<file path="config.mk">
export PLATFORM = sky130hd
export DESIGN_NAME = palette_access_ctrl
export DESIGN_NICKNAME = d
export VERILOG_FILES = /design/src/rtl/palette_access_ctrl.sv
export SDC_FILE = /design/constraint.sdc
export NUM_CORES = 1
export LEC_CHECK = 0
export CAP_MARGIN = 20
export CORE_AREA = 2 2 108 110
export CTS_CLUSTER_SIZE = 25
export DETAILED_ROUTE_END_ITERATION = 16
export DIE_AREA = 0 0 110 112
export HOLD_SLACK_MARGIN = 0.08
export PLACE_DENSITY = 0.75
export SLEW_MARGIN = 20
export SYNTH_ARGS = -nofsm -noshare
export SYNTH_HDL_FRONTEND = slang
export SYNTH_SLANG_ARGS = --single-unit
</file>
<file path="constraint.sdc">
create_clock -name clk -period 2.5 [get_ports clk]
set_clock_uncertainty 0.15 [all_clocks]
set_input_delay 0.5 -clock clk [delete_from_list [all_inputs] [get_ports clk]]
set_output_delay 0.5 -clock clk [all_outputs]
set_load 0.01 [all_outputs]
</file>
<file path="src/rtl/palette_access_ctrl.sv">
// rtl/palette_access_ctrl.sv - palette RAM slot arbiter: video reads, host read FSM, host write FIFO
// Optional: PALETTE_BLANK_ONLY_WR_EN restricts FIFO drain to video blanking.
module palette_access_ctrl #(
    parameter int FIFO_DEPTH = 4,
    parameter int ADDR_W     = 8,
    parameter int DATA_W     = 12
) (
    input  logic              clk,
    input  logic              rst_n,
    input  logic              video_rd_req,
    input  logic [ADDR_W-1:0] video_rd_addr,
    input  logic              video_blank,
    output logic [DATA_W-1:0] video_rd_data,
    input  logic              host_wr_valid,
    output logic              host_wr_ready,
    input  logic [ADDR_W-1:0] host_wr_addr,
    input  logic [DATA_W-1:0] host_wr_data,
    input  logic              host_rd_req,
    input  logic [ADDR_W-1:0] host_rd_addr,
    output logic              host_rd_busy,
    output logic              host_rd_valid,
    output logic [DATA_W-1:0] host_rd_data,
    output logic              wr_overflow,
    input  logic              ovf_clear,
    output logic [ADDR_W-1:0] ram_addr,
    output logic              ram_wr_en,
    output logic [DATA_W-1:0] ram_wr_data,
    input  logic [DATA_W-1:0] ram_rd_data
);
    localparam int PTR_W = $clog2(FIFO_DEPTH);
    localparam int CNT_W = PTR_W + 1;
    localparam logic [CNT_W-1:0] FULL_CNT = CNT_W'(FIFO_DEPTH);

    typedef enum logic [1:0] {ST_IDLE, ST_DRAIN, ST_ISSUE, ST_CAPT} rd_state_t;

    rd_state_t         rd_state;
    logic [ADDR_W-1:0] fifo_addr [FIFO_DEPTH];
    logic [DATA_W-1:0] fifo_data [FIFO_DEPTH];
    logic [PTR_W-1:0]  wr_ptr;
    logic [PTR_W-1:0]  rd_ptr;
    logic [CNT_W-1:0]  count;
    logic [ADDR_W-1:0] rd_addr_q;
    logic              video_p1;
    logic              fifo_empty;
    logic              push;
    logic              pop;
    logic              rd_issue;
    logic              drain_ok;

`ifdef PALETTE_BLANK_ONLY_WR_EN
    assign drain_ok = video_blank;
`else
    logic unused_blank;
    assign unused_blank = video_blank;
    assign drain_ok     = 1'b1;
`endif

    assign fifo_empty    = (count == '0);
    assign host_wr_ready = (count != FULL_CNT);
    assign push          = host_wr_valid & host_wr_ready;
    // A DRAIN cycle that already sees an empty FIFO issues the read itself.
    assign rd_issue = !video_rd_req &&
                      ((rd_state == ST_ISSUE) || (rd_state == ST_DRAIN && fifo_empty));
    assign pop      = !video_rd_req && !rd_issue && !fifo_empty && drain_ok;

    always_comb begin
        ram_addr    = '0;
        ram_wr_en   = 1'b0;
        ram_wr_data = '0;
        if (video_rd_req) begin
            ram_addr = video_rd_addr;
        end else if (rd_issue) begin
            ram_addr = rd_addr_q;
        end else if (pop) begin
            ram_addr    = fifo_addr[rd_ptr];
            ram_wr_en   = 1'b1;
            ram_wr_data = fifo_data[rd_ptr];
        end
    end

    always_ff @(posedge clk) begin
        if (push) begin
            fifo_addr[wr_ptr] <= host_wr_addr;
            fifo_data[wr_ptr] <= host_wr_data;
        end
    end

    always_ff @(posedge clk) begin
        if (!rst_n) begin
            wr_ptr        <= '0;
            rd_ptr        <= '0;
            count         <= '0;
            wr_overflow   <= 1'b0;
            video_p1      <= 1'b0;
            video_rd_data <= '0;
        end else begin
            if (push) wr_ptr <= wr_ptr + PTR_W'(1);
            if (pop)  rd_ptr <= rd_ptr + PTR_W'(1);
            case ({push, pop})
                2'b10:   count <= count + CNT_W'(1);
                2'b01:   count <= count - CNT_W'(1);
                default: count <= count;
            endcase
            if (host_wr_valid && !host_wr_ready) wr_overflow <= 1'b1;
            else if (ovf_clear)                  wr_overflow <= 1'b0;
            video_p1 <= video_rd_req;
            if (video_p1) video_rd_data <= ram_rd_data;
        end
    end

    always_ff @(posedge clk) begin
        if (!rst_n) begin
            rd_state      <= ST_IDLE;
            rd_addr_q     <= '0;
            host_rd_busy  <= 1'b0;
            host_rd_valid <= 1'b0;
            host_rd_data  <= '0;
        end else begin
            host_rd_valid <= 1'b0;
            case (rd_state)
                ST_IDLE: begin
                    if (host_rd_req) begin
                        rd_addr_q    <= host_rd_addr;
                        host_rd_busy <= 1'b1;
                        rd_state     <= ST_DRAIN;
                    end
                end
                ST_DRAIN: begin
                    if (fifo_empty) rd_state <= rd_issue ? ST_CAPT : ST_ISSUE;
                end
                ST_ISSUE: begin
                    if (rd_issue) rd_state <= ST_CAPT;
                end
                ST_CAPT: begin
                    host_rd_data  <= ram_rd_data;
                    host_rd_valid <= 1'b1;
                    host_rd_busy  <= 1'b0;
                    rd_state      <= ST_IDLE;
                end
                default: rd_state <= ST_IDLE;
            endcase
        end
    end
endmodule

</file>
==> results of run 1 <==
[stage by stage]
stage                     hold WS, ns  setup TNS [ns]  setup WS [ns]  utilization
final                           0.310           -1.61         -0.234        0.642
after CTS                       0.311           -2.06         -0.248        0.634
after global routing            0.337           -2.57         -0.294        0.642
after detailed placement        0.303           -8.28         -0.435        0.575
after floorplan                 0.286               0         0.0757            -
after global placement          0.296           -7.59         -0.385        0.575
[cell families after synthesis]
kind of cell,count (synthesis),share of synthesized area
buffers and inverters,29,0.0250
AOI/OAI and AO/OA,34,0.0473
xor gates and xnor gates,2,0.00347
and+or+nand+nor,94,0.0938
muxes,46,0.143
DFF,127,0.661
adders and majority gates,10,0.0262
[area by class of cell]
type / count / area, um^2 / share of cell area
clock buffers: 18 / 429 / 0.0598
clock inverters: 14 / 184 / 0.0256
well taps: 143 / 179 / 0.0249
inverters: 9 / 33.8 / 0.00471
multi-input cells: 186 / 1690 / 0.235
repair buffers: 136 / 1320 / 0.184
flip-flops and latches: 127 / 3340 / 0.466
[power groups by stage]
| stage | clock, mW | sequential, mW | combinational (mW) |
|---|---|---|---|
| final | 2.50 | 2.57 | 2.15 |
| after global routing | 2.63 | 2.59 | 2.32 |
| after CTS | 2.54 | 2.57 | 2.07 |
| after detailed placement | 0 | 2.60 | 1.95 |
| after global placement | 0 | 2.58 | 1.90 |
| after floorplan | 0 | 2.60 | 1.08 |
[flip-flops by register name (all words and copies together), names as in the netlist, 2 cells and up, named ones only]
signal / count
rd_ptr: 2
rd_state: 2
wr_ptr: 2
fifo_data: 48
rd_addr_q: 8
fifo_addr: 32
host_rd_data: 12
count: 3
video_rd_data: 12
[cells in the final DEF (no fill, tap or decap), types with 13 or more instances in the layout]
master,synthesis,final
nand2_1,13,13
and3_4,0,17
clkbuf_16,0,17
mux4_2,17,20
a21oi_1,16,15
mux2i_1,26,26
buf_6,1,14
edfxtp_1,80,80
buf_4,1,24
nor2_1,31,30
dfxtp_1,47,46
clkdlybuf4s50_1,0,79
[layer usage]
metal  vias to the layer above  routed length [um]
li1                       1571                   -
met1                      1675                4400
met2                       106                5930
met3                        21                 629
met4                         0                 254
met5                         -                   0
[worst max-delay path: cells and delay by family (launching register included)]
kind	cells	cell delay (ns)
mux	1	0.51
flops	1	0.35
simple gates	1	0.18
buf+inv	3	0.37
compound gates	1	0.26
[timing repair]
action                     in CTS  in global routing
cloned                          1                  0
resized for setup             112                 19
buffers inserted                3                  1
setup endpoints to repair      22                 23
hold buffers                    0                  0
pin swaps                       9                  8
[final timing paths]
path,start,endpoint,slack (ns),cells past startpoint
max,flop,ram_addr[3],-0.23,6
min reg2reg,rd_addr_q[6],rd_addr_q[6],0.31,2
min,rd_addr_q[6],rd_addr_q[6],0.31,2
max reg2reg,rd_state[0],count[2],0.09,10
==> reports/qor.csv, run 1 <==
stage;metric;value;unit
setup_path;cp-end-kind;primary output;
outcome;status;finished with violations;
routing;wl_per_cell;17.7;um
clock_tree;path_clk_slew;0.06;ns
logic_synthesis;synth-seq-area-share;0.661;
pwr;switching_power;2.03;mW
logic_synthesis;syn-instance-count;342;
logic_synthesis;ys_ff_latch;127;
logic_synthesis;synth_top_cells_by_count;edfxtp_1, dfxtp_1, nor2_1;
pwr;p_total;7.22;mW
pwr;p_comb_frac;0.298;
floorplanning;start_util;0.452;
clock_tree;htreeDepth;4;
floorplanning;ioPinCount;104;
global_route;grt_pass1_wl;17800;um
pwr;power_switching_share;0.281;
final_layout;drive_gt1_frac;0.271;
global_route;grtUsageMet3;0.0468;
timing;max-slew-margin-rel;0.508;
outcome;violations;setup timing;
timing;finalWorstSetupSlack;-0.234;ns
global_route;grt_use_met2;0.337;
timing;fmax;366;MHz
routing;drt_wl_total;11200;um
hold_path;hp-class;reg -> reg;
global_route;grt_max_degree;26;
timing;min_period;2.73;ns
placement;gp_congestion;0.805;
setup_path;crit_path_max_incr_delay;0.51;ns
floorplanning;num_rows;39;
logic_synthesis;synth.most_common_cell;edfxtp_1;
floorplanning;dieArea;12300;um^2
floorplanning;die_w;110;um
routing;drc;0;
logic_synthesis;syn_area;5050;um^2
logic_synthesis;avgSynthCellArea;14.8;um^2
global_route;grt_use_met1;0.227;
routing;final_antenna_net_count;0;
logic_synthesis;synthArstFlopShare;0;
setup_path;cp_data_arrival_time;2.08;ns
placement;place_area;6420;um^2
setup_path;cp_max_fo;4;
routing;first_iter_violations;243;
final_layout;nets;542;
pwr;clock_power_share;0.346;
timing;setup_viol;10;
setup_path;crit_chain;buf_6, buf_12, mux4_2, and3_4, a221o_1, buf_2;
global_route;busiest_layer;met2;
logic_synthesis;synth_edf_count;80;
setup_path;critPathKind;reg -> out;
final_layout;syn_to_final_growth;41.9;%
floorplanning;coreArea;11200;um^2
clock_tree;cts_tree;yes;
final_layout;final_cell_area;7170;um^2
routing;firstDrtPassIters;5;
logic_synthesis;syn_nets;407;
global_route;antenna_found_initial;0;
flow_run;cap_violations;0;
final_layout;nFillCells;817;
global_route;grt_pass1_vias;3528;
timing;grt_setup_unrepaired;yes;
setup_path;critPathSlowestCell;mux4_2;
placement;portBuffers;102;
floorplanning;dieHeight;112;um
logic_synthesis;ys_types;37;
timing;hold_violations;0;
clock_tree;clock_latency;0.41;ns
clock_tree;cts_buffers;17;
logic_synthesis;synthTopCellsByArea;edfxtp_1, dfxtp_1, mux4_2;
routing;vias_per_cell;5.33;
routing;vias;3373;
setup_path;cp.required;1.85;ns
setup_path;startpoint_type;flop;
global_route;grt_usage;0.194;
clock_tree;clock_sinks;127;
logic_synthesis;synth_largest_area_cell;edfxtp_1;
timing;tightest_slew;0.738;ns
final_layout;diodes;0;
placement;post-place-cells;597;
timing;drv_slew;0;
pwr;internal_power;5.18;mW
final_layout;fin_cells;633;
pwr;leakage;2.60;nW
placement;dp_hpwl;7480;um
pwr;pwr_density_cell;1010;nW/um^2
clock_tree;root_buffer;clkbuf_16;
clock_tree;clockBufferDepth;2;
logic_synthesis;synth_top_area_frac;0.475;
global_route;gr-total-overflow;0;
logic_synthesis;synth_flop_cell;edfxtp_1;
pwr;seqPwrFrac;0.356;
timing;period_share;1.09;
logic_synthesis;ys.warnings.count;0;
pwr;irDropWorstVdd;0.545;mV
Power figures use the tool's default switching activity.
==> run 2, diff against run 1 <==
- SKIP_LAST_GASP: unset -> 1
==> reports/qor.csv, run 2 (synthesis results as in run 1) <==
stage;metric;value;unit;change
final_layout;final_cell_area;7150;um^2;-0.30%
floorplanning;start_util;0.452;;unchanged
final_layout;nets;548;;+1.1%
timing;grt_setup_unrepaired;yes;;
pwr;irDropWorstVdd;0.544;mV;-0.16%
setup_path;critPathKind;reg -> out;;
placement;place_area;6420;um^2;unchanged
routing;wl_per_cell;17.8;um;+0.62%
routing;first_iter_violations;231;;-4.9%
final_layout;syn_to_final_growth;41.5;%;
timing;max-slew-margin-rel;0.505;;-0.00219
final_layout;fin_cells;639;;+0.95%
setup_path;critPathSlowestCell;mux4_2;;
global_route;antenna_found_initial;0;;unchanged
global_route;grt_max_degree;26;;unchanged
routing;drt_wl_total;11400;um;+1.6%
clock_tree;cts_tree;yes;;
timing;hold_violations;0;;unchanged
pwr;pwr_density_cell;1010;nW/um^2;+0.32%
floorplanning;dieHeight;112;um;unchanged
floorplanning;ioPinCount;104;;unchanged
setup_path;cp.required;1.85;ns;about the same
final_layout;diodes;0;;unchanged
final_layout;final_common_cell;edfxtp_1;;
clock_tree;path_clk_slew;0.06;ns;about the same
setup_path;crit_chain;buf_6, buf_12, mux4_2, and3_4, a221o_1, buf_2;;
clock_tree;clockBufferDepth;2;;unchanged
placement;portBuffers;102;;unchanged
setup_path;cp_max_fo;4;;unchanged
floorplanning;num_rows;39;;unchanged
timing;min_period;2.74;ns;+0.00401 ns
setup_path;cp_data_arrival_time;2.09;ns;about the same
clock_tree;hold_buffers;0;;unchanged
setup_path;startpoint_type;flop;;
global_route;grt_pass1_vias;3509;;-0.54%
final_layout;regMostFlops;fifo_data;;
global_route;grt_pass1_wl;17800;um;-0.16%
placement;gp_congestion;0.805;;unchanged
setup_path;cp-end-kind;primary output;;
outcome;violations;setup timing;;
routing;final_antenna_net_count;0;;unchanged
floorplanning;coreArea;11200;um^2;unchanged
timing;tightest_slew;0.741;ns;+0.00328 ns
routing;firstDrtPassIters;5;;unchanged
global_route;gr-total-overflow;0;;unchanged
clock_tree;clock_latency;0.41;ns;about the same
clock_tree;root_buffer;clkbuf_16;;
floorplanning;dieArea;12300;um^2;unchanged
pwr;leakage;2.63;nW;+1.1%
setup_path;cp_num_buf_inv;3;;unchanged
placement;dp_hpwl;7480;um;unchanged
hold_path;hp-class;reg -> reg;;
timing;fin_hold_ws;0.310;ns;+0.0000330 ns
timing;period_share;1.10;;+0.00161
routing;drc;0;;unchanged
outcome;status;finished with violations;;
setup_path;crit_family;multiplexers;;
clock_tree;clock_sinks;127;;unchanged
clock_tree;htreeDepth;4;;unchanged
floorplanning;die_w;110;um;unchanged
setup_path;crit_path_max_incr_delay;0.51;ns;about the same
final_layout;largest_reg_flops;48;;unchanged
timing;drv_slew;0;;unchanged
timing;setup_viol;15;;+5
final_layout;drive_gt1_frac;0.274;;+0.00276
clock_tree;cts_buffers;17;;unchanged
timing;tns;-2.15;ns;-0.534 ns
final_layout;top_regs;fifo_data (48), fifo_addr (32);;
timing;fmax;365;MHz;-0.15%
placement;pre_cts_slack;-0.435;ns;unchanged
final_layout;fin_util;0.640;;-0.00190
flow_run;cap_violations;0;;unchanged
routing;vias;3389;;+0.47%
routing;vias_per_cell;5.30;;-0.47%
global_route;grt_usage;0.194;;-0.000223
pwr;p_total;7.22;mW;about the same
final_layout;nFillCells;821;;+0.49%
timing;finalWorstSetupSlack;-0.238;ns;-0.00401 ns
placement;post-place-cells;597;;unchanged
final_layout;final_cell_mix;edfxtp_1, clkdlybuf4s50_1, dfxtp_1, buf_4, nor2_1;;
==> run 2: worst min-delay path, stage by stage (launching register included) <==
cell and delay (ns):
dfxtp_1 0.31, nand2_1 0.05, a21oi_1 0.05
==> run 2: final cells by class <==
class	count	area (um^2)	area share
Tap cell	143	179	0.0250
Sequential cell	127	3350	0.468
Multi-Input combinational cell	186	1660	0.233
Timing Repair Buffer	142	1320	0.184
Inverter	9	33.8	0.00472
Clock buffer	18	429	0.0600
Clock inverter	14	184	0.0257
==> run 2: worst paths after layout <==
| check | slack, ns | to | depth (start not counted) | from |
|---|---|---|---|---|
| min | 0.31 | rd_addr_q[6] | 2 | rd_addr_q[6] |
| max reg2reg | 0.06 | count[2] | 10 | rd_state[0] |
| max | -0.24 | ram_addr[3] | 6 | flop |
| min reg2reg | 0.31 | rd_addr_q[6] | 2 | rd_addr_q[6] |
==> run 2: power by group <==
group | switching (mW) | internal (mW) | total, mW
clock network | 0.912 | 1.59 | 2.50
logic | 1.02 | 1.12 | 2.15
registers | 0.108 | 2.46 | 2.57
total | 2.04 | 5.17 | 7.22
==> run 2: layer usage <==
metal  track usage  routed length [um]  vias to the layer above
li1              -                   -                     1582
met1         0.225                4510                     1680
met2         0.339                5980                      111
met3        0.0474                 700                       16
met4        0.0776                 204                        0
met5             0                   0                        -
==> run 2: what timing repair did <==
| action | 4_1_cts | 5_1_grt |
|---|---|---|
| cloned | 1 | 0 |
| setup endpoints to repair | 22 | 23 |
| hold endpoints to repair | 0 | 0 |
| pin swaps | 8 | 5 |
| setup buffers | 3 | 7 |
| gates resized for setup | 77 | 38 |
==> run 3, diff against run 2 <==
- SLEW_MARGIN: 20 -> 15
==> results of run 3 <==
The final DEF is identical to that of run 2; final timing and power are the same.
